$ cat config.mk
export PLATFORM = sky130hd
export DESIGN_NAME = uart_tx
export DESIGN_NICKNAME = d
export VERILOG_FILES = /design/src/rtl/uart_pkg.sv /design/src/rtl/sync_fifo.sv /design/src/rtl/uart_tx.sv
export SDC_FILE = /design/constraint.sdc
export NUM_CORES = 1
export LEC_CHECK = 0
export CAP_MARGIN = 15
export CORE_MARGIN = 5
export CORE_UTILIZATION = 25
export DETAILED_ROUTE_END_ITERATION = 16
export GPL_TIMING_DRIVEN = 0
export SETUP_SLACK_MARGIN = 0.4
export SYNTH_ARGS = -nofsm -noshare
export SYNTH_HDL_FRONTEND = slang
export SYNTH_SLANG_ARGS = --single-unit
$ cat constraint.sdc
create_clock -name CLK -period 5.58 [get_ports CLK]
set_input_delay 1.116 -clock CLK [delete_from_list [all_inputs] [get_ports CLK]]
set_output_delay 1.116 -clock CLK [all_outputs]
set_load 0.005 [all_outputs]
$ cat src/rtl/uart_pkg.sv
// Shared types for the UART transmitter: the parity mode selector, the
// transmit FSM state encoding and the parity helper.
package uart_pkg;

  typedef enum logic [1:0] {
    PAR_NONE,
    PAR_EVEN,
    PAR_ODD
  } parity_t;

  typedef enum logic [2:0] {
    TX_IDLE,
    TX_START,
    TX_DATA,
    TX_PARITY,
    TX_STOP
  } tx_state_t;

  // Payload is zero-extended to 8 bits by the caller, so unused bits do not
  // disturb the XOR.
  function automatic logic parity_of(input logic [7:0] data, input parity_t mode);
    return (^data) ^ (mode == PAR_ODD);
  endfunction

endpackage

$ cat src/rtl/sync_fifo.sv
// Single-clock FIFO with occupancy count. A push while full and a pop while
// empty are silently ignored. DEPTH must be a power of two.
module sync_fifo #(
  parameter int  WIDTH = 8,
  parameter int  DEPTH = 16,
  localparam int AW    = $clog2(DEPTH)
) (
  input  logic             CLK,
  input  logic             RST,
  input  logic             push,
  input  logic [WIDTH-1:0] push_data,
  input  logic             pop,
  output logic [WIDTH-1:0] pop_data,
  output logic             full,
  output logic             empty,
  output logic [AW:0]      level
);

  logic [WIDTH-1:0] mem [DEPTH];
  logic [AW-1:0]    wr_ptr;
  logic [AW-1:0]    rd_ptr;
  logic             do_push;
  logic             do_pop;

  assign full     = (level == (AW+1)'(DEPTH));
  assign empty    = (level == '0);
  assign do_push  = push && !full;
  assign do_pop   = pop && !empty;
  assign pop_data = mem[rd_ptr];

  // NOTE: storage is deliberately left out of reset; level and pointers alone
  // decide which entries are valid, so stale contents are never observed.
  always_ff @(posedge CLK) begin
    if (do_push) mem[wr_ptr] <= push_data;
  end

  // NOTE: sequential state is updated with non-blocking assignments only, so
  // every register samples values from before the clock edge.
  always_ff @(posedge CLK) begin
    if (RST) begin
      wr_ptr <= '0;
      rd_ptr <= '0;
      level  <= '0;
    end else begin
      if (do_push) wr_ptr <= wr_ptr + AW'(1);
      if (do_pop)  rd_ptr <= rd_ptr + AW'(1);
      if (do_push && !do_pop)      level <= level + (AW+1)'(1);
      else if (!do_push && do_pop) level <= level - (AW+1)'(1);
    end
  end

endmodule

$ cat src/rtl/uart_tx.sv
// Buffered UART transmitter: a FIFO feeds a start/data/parity/stop framer.
// The serial line is a registered copy of the state decode, one cycle behind.
module uart_tx
  import uart_pkg::*;
#(
  parameter int      CLK_PER_BIT = 1992,
  parameter int      DATA_BITS   = 8,
  parameter parity_t PARITY      = PAR_NONE,
  parameter int      STOP_BITS   = 1,
  parameter int      FIFO_DEPTH  = 16,
  localparam int     LVL_W       = $clog2(FIFO_DEPTH) + 1
) (
  input  logic                 CLK,
  input  logic                 RST,
  input  logic [DATA_BITS-1:0] in,
  input  logic                 valid,
  output logic                 ready,
  output logic                 out,
  output logic                 busy,
  output logic [LVL_W-1:0]     level
);

  // Wide enough for the longest interval, a two-bit stop period.
  localparam int               CNT_W     = $clog2(2 * CLK_PER_BIT);
  localparam logic [CNT_W-1:0] BIT_LAST  = CNT_W'(CLK_PER_BIT - 1);
  localparam logic [CNT_W-1:0] STOP_LAST = CNT_W'(STOP_BITS * CLK_PER_BIT - 1);
  localparam logic [2:0]       DATA_LAST = 3'(DATA_BITS - 1);

  tx_state_t            state;
  logic [CNT_W-1:0]     cnt;
  logic [2:0]           bit_idx;
  logic [DATA_BITS-1:0] shift;
  logic                 par_bit;
  logic                 line_active;
  logic                 line_next;
  logic [DATA_BITS-1:0] head;
  logic                 fifo_full;
  logic                 fifo_empty;
  logic                 load;

  sync_fifo #(
    .WIDTH (DATA_BITS),
    .DEPTH (FIFO_DEPTH)
  ) u_fifo (
    .CLK       (CLK),
    .RST       (RST),
    .push      (valid),
    .push_data (in),
    .pop       (load),
    .pop_data  (head),
    .full      (fifo_full),
    .empty     (fifo_empty),
    .level     (level)
  );

  assign ready = !fifo_full;
  // line_active covers the last stop cycle, which trails the FSM by one clock.
  assign busy  = line_active || (state != TX_IDLE) || !fifo_empty;
  assign load  = !fifo_empty &&
                 ((state == TX_IDLE) || (state == TX_STOP && cnt == STOP_LAST));

  // NOTE: line_next gets a default before the case so no latch is inferred.
  always_comb begin
    line_next = 1'b1;
    case (state)
      TX_START:  line_next = 1'b0;
      TX_DATA:   line_next = shift[0];
      TX_PARITY: line_next = par_bit;
      default:   line_next = 1'b1;
    endcase
  end

  always_ff @(posedge CLK) begin
    if (RST) begin
      state       <= TX_IDLE;
      cnt         <= '0;
      bit_idx     <= '0;
      shift       <= '0;
      par_bit     <= 1'b0;
      out         <= 1'b1;
      line_active <= 1'b0;
    end else begin
      out         <= line_next;
      line_active <= (state != TX_IDLE);
      case (state)
        TX_IDLE: begin
          if (load) begin
            state   <= TX_START;
            cnt     <= '0;
            shift   <= head;
            par_bit <= parity_of(8'(head), PARITY);
          end
        end
        TX_START: begin
          if (cnt == BIT_LAST) begin
            state   <= TX_DATA;
            cnt     <= '0;
            bit_idx <= '0;
          end else begin
            cnt <= cnt + CNT_W'(1);
          end
        end
        TX_DATA: begin
          if (cnt == BIT_LAST) begin
            cnt   <= '0;
            shift <= shift >> 1;
            if (bit_idx == DATA_LAST)
              state <= (PARITY != PAR_NONE) ? TX_PARITY : TX_STOP;
            else
              bit_idx <= bit_idx + 3'd1;
          end else begin
            cnt <= cnt + CNT_W'(1);
          end
        end
        TX_PARITY: begin
          if (cnt == BIT_LAST) begin
            state <= TX_STOP;
            cnt   <= '0;
          end else begin
            cnt <= cnt + CNT_W'(1);
          end
        end
        TX_STOP: begin
          if (cnt == STOP_LAST) begin
            cnt <= '0;
            // Chain straight into the next frame when data is waiting.
            if (load) begin
              state   <= TX_START;
              shift   <= head;
              par_bit <= parity_of(8'(head), PARITY);
            end else begin
              state <= TX_IDLE;
            end
          end else begin
            cnt <= cnt + CNT_W'(1);
          end
        end
        default: state <= TX_IDLE;
      endcase
    end
  end

endmodule

==> flow_summary.yaml <==
placement:
  io_buffers: 17
  place_inst: 889
  placed_area_um2: 7840
  dp_hpwl_mm: 9.26
  gp_congestion: 0.782
  place_worst_setup_slack_ps: 1770
yosys:
  syn-mean-instance-area_um2: 14.8
  synth_top_cell_by_area: "edfxtp_1"
  synth.net_count: 509
  synth_top_area_share_pct: 53.6
  ys_seq_elements: 174
  netlist_area_um2: 7170
  synth.yosys.seq_area_share_pct: 66.5
  async_reset_ff_share_pct: 0
  synth_area_leaders: "edfxtp_1 54%, dfxtp_1 13%, mux4_2 10%, nor2_1 3.0%, ha_1 2.1%"
  synth_cells: 485
  synth_warnings: 0
  ys.flop_type: "edfxtp_1"
  synth_edf_count: 128
  ys_types: 51
cts:
  cts_hold_buf: 0
  cts-htree-levels: 4
  cts_setup_buffers: 0
  tritoncts: "built"
  clk_path_buf_depth: 2
  cts_resized: 0
  cts_made_buffers: 17
  cts_root_buffer: "clkbuf_16"
  path_clk_slew_ps: 70
  clkSinkCount: 174
  clock_latency_ps: 430
run_status:
  status: "finished, final reports clean"
power:
  ir_drop_mv: 0.229
  p_leak_nw: 2.72
  power_density_nw_per_um2: 450
drt:
  ant_nets: 0
  firstDrtPassIters: 4
  vias_per_cell: 4.29
  dr_total_vias: 3959
  drtIter0Drc: 272
  totalWireLength_mm: 14.0
  drc: 0
  post_drt_wl_per_cell_um: 15.2
global_routing:
  grt_overflow: 0
  grt_use_total_pct: 9.16
  grt_pass1_vias: 3959
  grt_max_degree: 18
  grt_antenna_before_repair: 0
  grt_first_pass_wirelength_mm: 22.1
final_layout:
  nNetsFinal: 549
  syn2layout_area_growth_pct: 17.9
  insertedDiodeCount: 0
  drive_gt1_share_pct: 16.4
  final_core_util_pct: 29.7
  final_cells: 922
  design_area_um2: 8450
floorplanning:
  initial_core_util_pct: 25.2
  rows: 62
  io-pin-count: 19
  die_h_um: 179
  die_area_um2: 32100
  dieWidth_um: 179
  core_um2: 28500
setup_path:
  r2r_slack_ps: 2190
  reg2reg_depth: 14
  r2r_start: "cnt[6]"
  end_kind: "primary output"
  worstPathMaxFanout: 6
  crit_arrival_ps: 2350
  critPathLaunchType: "register"
  crit_type: "reg -> out"
  crit_required_ps: 4460
  r2r_end: "u_fifo.level[4]"
min_path:
  hold_path_depth: 2
  hp-start: "bit_idx[0]"
  worstHoldEndpoint: "bit_idx[0]"
  hold_path_class: "reg -> reg"
sta:
  rsz0062_at_grt: "false"
  fmax_ghz: 0.289
  finalHoldViolCount: 0
  finalWorstSetupSlack_ps: 2120
  skew_ps: 14.4
  maxSlewViolCount: 0
  period_share_pct: 62.1
  timing.final.crit_period_ps: 3460
  slew_headroom_pct: 46.2
  setup_viol: 0
  totalNegativeSetupSlack_ps: 0
  worst_slew_pin_slew_ps: 803
job:
  max_cap_viol_count: 0
-- placed cells by master, fill, tap and decap left out, types with 3 or more instances in the layout --
| cell type | synthesis | final |
|---|---|---|
| nor2b_1 | 3 | 3 |
| nand2_1 | 40 | 40 |
| ha_1 | 12 | 12 |
| nand2b_1 | 3 | 3 |
| inv_8 | 0 | 3 |
| nand4_1 | 4 | 4 |
| a211oi_1 | 3 | 3 |
| clkbuf_16 | 0 | 17 |
| xor2_1 | 11 | 11 |
| clkdlybuf4s50_1 | 0 | 17 |
| inv_1 | 7 | 7 |
| mux4_2 | 32 | 32 |
| and3_1 | 3 | 3 |
| buf_4 | 1 | 4 |
| o21ai_0 | 10 | 10 |
| inv_6 | 0 | 4 |
| a21oi_1 | 20 | 20 |
| clkinv_4 | 0 | 3 |
| a21o_1 | 3 | 3 |
| edfxtp_1 | 128 | 128 |
| xnor2_1 | 11 | 11 |
| buf_1 | 4 | 4 |
| buf_2 | 4 | 4 |
| nor3_1 | 4 | 4 |
| a22oi_1 | 17 | 17 |
| dfxtp_1 | 46 | 46 |
| a311oi_1 | 5 | 5 |
| clkbuf_1 | 12 | 13 |
| nor2_1 | 58 | 58 |
| or3_1 | 8 | 8 |
| nand3_1 | 5 | 5 |
-- power breakdown --
group	total [mW]	switching, mW	internal, mW
registers	1.54	0.0599	1.48
clock network	1.21	0.534	0.679
logic	1.05	0.548	0.503
-- worst max path at each step --
stage               startpoint                to  slack [ps]
3_5_place_dp             valid   u_fifo.level[4]        1770
5_1_grt                 cnt[6]   u_fifo.level[4]        1940
2_1_floorplan           cnt[6]   u_fifo.level[4]        2480
6_report       u_fifo.level[0]              busy        2120
3_3_place_gp             valid  u_fifo.mem[3][1]        1760
4_1_cts        u_fifo.level[0]              busy        2060
-- state kept, by name (all words and copies together), names as in the netlist, 3 cells and up, named ones only --
signal         count
state              3
u_fifo.level       5
cnt               12
bit_idx            3
u_fifo.mem       128
shift              8
u_fifo.wr_ptr      4
u_fifo.rd_ptr      4
-- metal layers --
metal  share of wire, %  vias up  GRT usage [%]
li1                   -     1921              -
met1                 49     1959           12.9
met2                 45       71           13.6
met3                5.6        8           3.04
met4               0.95        0           2.48
met5                  0        -              0
-- Yosys cell counts (2+ instances only) --
library cell / number
a211oi_1: 3
a21o_1: 3
a21oi_1: 20
a22oi_1: 17
a311oi_1: 5
a311oi_2: 2
and2_1: 2
and3_1: 3
buf_1: 4
buf_2: 4
buf_6: 2
clkbuf_1: 12
dfxtp_1: 46
edfxtp_1: 128
ha_1: 12
inv_1: 7
mux2i_1: 2
mux4_2: 32
nand2_1: 40
nand2b_1: 3
nand3_1: 5
nand4_1: 4
nor2_1: 58
nor2_2: 2
nor2b_1: 3
nor3_1: 4
o21ai_0: 10
or3_1: 8
or4_1: 2
xnor2_1: 11
xor2_1: 11
-- cell families (layout without fill, tap and decap cells) --
logic type	Yosys count	in the layout	synth area share (%)
AOI/OAI and AO/OA	67	67	6.60
xor gates and xnor gates	22	22	2.69
adders and majority gates	13	13	2.37
buffers and inverters	33	86	2.37
DFF	174	174	66.5
muxes	34	34	10.3
and+or+nand+nor	142	142	9.13
-- critical path: stages, from the launching register on --
cell and delay (ps):
dfxtp_1 380, nor4_1 380, or2b_2 370, or3_1 340, clkdlybuf4s50_1 450
-- layout make-up --
| class | count | area, um^2 |
|---|---|---|
| Fill cell | 2853 | 20000 |
| Sequential cell | 174 | 4760 |
| Buffer | 26 | 144 |
| Clock inverter | 14 | 175 |
| Timing Repair Buffer | 21 | 198 |
| Tap cell | 384 | 480 |
| Multi-Input combinational cell | 278 | 2230 |
| Clock buffer | 18 | 429 |
| Inverter | 7 | 26.3 |
-- stage by stage --
step | power (mW) | hold slack, ps
4_1_cts | 3.85 | 471
3_5_place_dp | 2.63 | 462
5_1_grt | 4.03 | 506
2_1_floorplan | 2.37 | 445
6_report | 3.81 | 469
3_3_place_gp | 2.62 | 458
(Power assumes the default switching activity.)
==> RTL edit 1, RTL diff (config.mk and constraints unchanged) <==
Set the parameter `DATA_BITS` to 10 (it was 8).
--- a/src/rtl/uart_tx.sv
+++ b/src/rtl/uart_tx.sv
@@ -4,7 +4,7 @@
   import uart_pkg::*;
 #(
   parameter int      CLK_PER_BIT = 1992,
-  parameter int      DATA_BITS   = 8,
+  parameter int      DATA_BITS   = 10,
   parameter parity_t PARITY      = PAR_NONE,
   parameter int      STOP_BITS   = 1,
   parameter int      FIFO_DEPTH  = 16,
Ports: changed (resized in); port bits go from 19 to 21. The function was not compared with the original's and may differ.
==> RTL edit 1 against the original RTL <==
Wire length rose by 24%. Total power rose by 13%. Synthesized area grew 17%. Sequential cell count grew 34. Setup slack got worse by 0.26 ns. Non-clock buffer count is 18 higher. Cell area increased by 18%.
==> RTL edit 1: results (changes against the original RTL) <==
qor: routing.detail_route.wirelength 17390 um [+24%]
qor: cts.clockBufferDepth 3 [+1]
qor: placement.dp_worst_setup_slack 1.812 ns [+0.04332 ns]
qor: global_routing.grt_start_max_net_pins 17 [-1]
qor: logic_synthesis.post_synth_xor_xnor_area 2.606% [-0.083 points]
qor: min_path.hp-start cnt[8]$_SDFFE_PP0P_
qor: logic_synthesis.yosysSeqAreaShare 68.62% [+2.1 points]
qor: cts.numCtsBuffers 21 [+4]
qor: sta.timing.max_slew.rel_slack 36.80% [-9.4 points]
qor: placement.dp_hpwl 11880 um [+28%]
qor: logic_synthesis.count_of_flip_flops_with_a_built_in_enable_after_synthesis 160 [+25%]
qor: logic_synthesis.synth-compound-area-share 5.287% [-1.3 points]
qor: cells_and_area.fillerInstances 3371 [+18%]
qor: placement.io_buffer_count 19 [+2]
qor: power_and_ir_drop.power_leakage 3.178 nW [+17%]
qor: global_routing.global_route_wire_length_before_repair 26650 um [+20%]
qor: logic_synthesis.post_synth_fa_ha_maj_area_fraction 2.025% [-0.35 points]
qor: power_and_ir_drop.power.ir.vdd_worst 0.0002151 V [-6.2%]
qor: logic_synthesis.synth.top_cells.by_area edfxtp_1 (57%), dfxtp_1 (11%), mux4_2 (11%)
qor: placement.gp_congestion 0.7342 [-6.1%]
qor: cells_and_area.num-nets-final 612 [+11%]
qor: sta.timing.hold.ws 0.4837 ns [+0.01455 ns]
qor: status.outcome completed
qor: worst_setup_path.worstPathMaxFanout 5 [-1]
qor: routing.dr.first_iter.drc_count 241 [-11%]
qor: global_routing.gr-usage-all-layers 9.024% [-0.13 points]
[RTL edit 1: cell types whose count changed in the layout (fill, tap and decap cells not counted), moves of 4 or more]
cell	change
nand2_1	-17
a311oi_1	-5
mux4_2	+9
a21oi_1	-4
nor3_2	+4
buf_6	+12
edfxtp_1	+32
clkinv_2	+6
clkbuf_1	+5
mux2i_1	+10
a211oi_1	+8
clkbuf_16	+4
[RTL edit 1: how the worst max path moves through the flow]
stage	from	cells past startpoint	to	slack (ns)
global route	u_fifo.level[0]$_SDFFE_PP0P_	5	busy	1.76
CTS	u_fifo.level[0]$_SDFFE_PP0P_	5	busy	1.87
global placement	valid	5	u_fifo.mem[0][7]$_DFFE_PP_	1.35
finish	u_fifo.level[0]$_SDFFE_PP0P_	5	busy	1.85
floorplan	cnt[6]$_SDFFE_PP0P_	14	u_fifo.level[4]$_SDFFE_PP0P_	2.28
detailed placement	valid	11	u_fifo.level[4]$_SDFFE_PP0P_	1.81
[RTL edit 1: final cells by class]
cell class	count	share of cell area (%)
clock inverters	15	1.053
inverters	7	0.2633
clock buffers	23	5.341
multi-input cells	283	24.92
flip-flops and latches	208	57.77
repair buffers	35	3.598
well taps	448	5.617
plain buffers	30	1.429
[RTL edit 1: routing by layer]
metal | GRT usage [%] | vias up | wire [um]
met5 | 0.6386 | - | 0
met4 | 3.278 | 0 | 694
met3 | 1.670 | 33 | 775
met2 | 13.57 | 102 | 7597
met1 | 13.02 | 2270 | 8318
li1 | - | 2133 | -
[RTL edit 1: cells by family (layout without fill, tap and decap cells)]
group,after synthesis,in the layout
XOR/XNOR,25,25
AND/OR/NAND/NOR,128,128
buffers and inverters,37,110
multiplexers,53,53
AO/OA/AOI/OAI,64,64
flip-flops,208,208
adder cells (fa/ha/maj),13,13
[RTL edit 1: report_power, final]
group	internal, mW	switching [mW]	total, mW
registers	1.77	0.0549	1.82
logic	0.553	0.606	1.16
clock network	0.739	0.582	1.32
[RTL edit 1: critical path: stages (launching register included)]
cell and delay, ns:
dfxtp_1 0.37, nor4_1 0.62, and2_1 0.30, nand2_1 0.09, or2_2 0.29, clkdlybuf4s50_1 0.44
[RTL edit 1: metrics by stage]
| stage | utilization [%] | instance area [um2] | std cells |
|---|---|---|---|
| finish | 29.91 | 9980 | 1049 |
| global route | 29.91 | 9980 | 1049 |
| CTS | 29.88 | 9968 | 1048 |
| detailed placement | 27.96 | 9330 | 1010 |
| global placement | 27.43 | 9153 | 995 |
| floorplan | - | 8402 | 528 |
==> RTL edit 2, RTL diff (same settings) <==
Made on the original files. Re-encode `tx_state_t` (5 states) as Gray code, 3 bits wide.
--- a/src/rtl/uart_pkg.sv
+++ b/src/rtl/uart_pkg.sv
@@ -9,11 +9,11 @@
   } parity_t;
 
   typedef enum logic [2:0] {
-    TX_IDLE,
-    TX_START,
-    TX_DATA,
-    TX_PARITY,
-    TX_STOP
+    TX_IDLE   = 3'b000,
+    TX_START  = 3'b001,
+    TX_DATA   = 3'b011,
+    TX_PARITY = 3'b010,
+    TX_STOP   = 3'b110
   } tx_state_t;
 
   // Payload is zero-extended to 8 bits by the caller, so unused bits do not
Check against the original RTL: same outputs for any inputs over 10 cycles, from zero or initial values and one cycle with RST high; not proved beyond that.
==> RTL edit 2 against the original RTL <==
Synthesized area rose by 0.26%. Sequential share of layout area shrank 0.10 points. Wire length increased by 4.9%. Sequential cell count unchanged. Setup slack got worse by 0.18 ns. Total power shrank 5.6%. Fmax down 5.0%. Non-clock buffer count grew 1. Die area rose by 0.25%. Cell area increased by 0.18%.
==> RTL edit 2: results (changes against the original RTL) <==
qor: routing.detail_route.wirelength 14670 um [+4.9%]
qor: worst_setup_path.critPathArrivalTime 4.00 ns [+1.65 ns]
qor: sta.timing.max_slew.rel_slack 45.40% [-0.84 points]
qor: global_routing.via_count_of_the_first_global_routing_pass 4039 [+2.0%]
qor: worst_setup_path.worstSetupPathType register to register
qor: sta.worst_slack 1.933 ns [-0.1826 ns]
qor: global_routing.global_route_wire_length_before_repair 23210 um [+4.9%]
qor: cells_and_area.num-nets-final 553 [+0.73%]
qor: cells_and_area.drive_above_1_share 15.13% [-1.2 points]
qor: worst_setup_path.worstPathMaxFanout 9 [+3]
qor: placement.post_dp_cell_area 7865 um2 [+0.34%]
qor: logic_synthesis.synth.top_cells.by_area edfxtp_1 (54%), dfxtp_1 (13%), mux4_2 (10%)
qor: logic_synthesis.yosysSeqAreaShare 66.32% [-0.17 points]
qor: worst_setup_path.worstReg2RegStart cnt[0]$_SDFFE_PP0P_
qor: placement.dp_hpwl 9646 um [+4.1%]
qor: min_path.timing.hold.worst_endpoint bit_idx[2]$_SDFFE_PP0P_
qor: global_routing.gr-usage-all-layers 9.256% [+0.10 points]
qor: routing.dr.first_iter.drc_count 216 [-21%]
qor: worst_setup_path.reg2regPathDepth 15 [+1]
qor: cells_and_area.antennaDiodeCount 0 [unchanged]
qor: sta.timing.hold.ws 0.4655 ns [-0.003664 ns]
qor: power_and_ir_drop.power.ir.vdd_worst 0.0002308 V [+0.66%]
qor: sta.worst_clock_skew 0.01327 ns [-0.001131 ns]
qor: logic_synthesis.syn_inst 489 [+0.82%]
qor: logic_synthesis.yosys.cell_types.count 50 [-2.0%]
qor: status.outcome completed
qor: placement.io_buffer_count 17 [unchanged]
qor: global_routing.grt_start_max_net_pins 19 [+1]
qor: logic_synthesis.synth.net_count 513 [+0.79%]
qor: placement.gp_congestion 0.7344 [-6.1%]
qor: cells_and_area.layout.cells.non_filler 926 [+0.43%]
==> RTL edit 2: layer usage <==
| metal | vias up | global-route usage, % | wire, um |
|---|---|---|---|
| met4 | 0 | 2.895 | 197 |
| li1 | 1948 | - | - |
| met5 | - | 0 | 0 |
| met3 | 14 | 2.405 | 557 |
| met2 | 72 | 14.81 | 7001 |
| met1 | 2035 | 12.38 | 6913 |
==> RTL edit 2: cell families after synthesis <==
kind of cell | count (synthesis) | share of synthesized area [%]
flops | 174 | 66.32
simple gates | 144 | 9.178
compound gates | 75 | 7.593
mux | 33 | 10.17
buf+inv | 32 | 2.177
xor+xnor | 18 | 2.194
fa+ha+maj | 13 | 2.368
==> RTL edit 2: layout make-up <==
cell class	count	area, um2
clock inverter	14	168.9
inverter	5	18.77
buffer	27	137.6
fill	2917	20080
multi-input combinational	283	2263
timing repair buffer	21	200.2
sequential	174	4765
clock buffer	18	429.2
tap	384	480.5
==> RTL edit 2: worst max-delay path: stages, from the launching register on <==
cell       delay (ns)
dfxtp_1          0.38
ha_1             0.23
and4_1           0.19
and3_1           0.17
buf_6            0.15
nand2_4          0.07
a2111oi_4        0.67
inv_1            0.15
ha_1             0.26
inv_1            0.14
ha_1             0.29
a21o_1           0.17
a21oi_1          0.16
xnor2_1          0.09
or3_1            0.31
a21oi_1          0.15
==> RTL edit 2: power breakdown <==
part | switching [mW] | leakage [nW] | internal (mW)
Sequential | 0.0497 | 1.53 | 1.47
Clock | 0.555 | 0.286 | 0.641
Combinational | 0.448 | 0.913 | 0.428
Total | 1.05 | 2.73 | 2.54
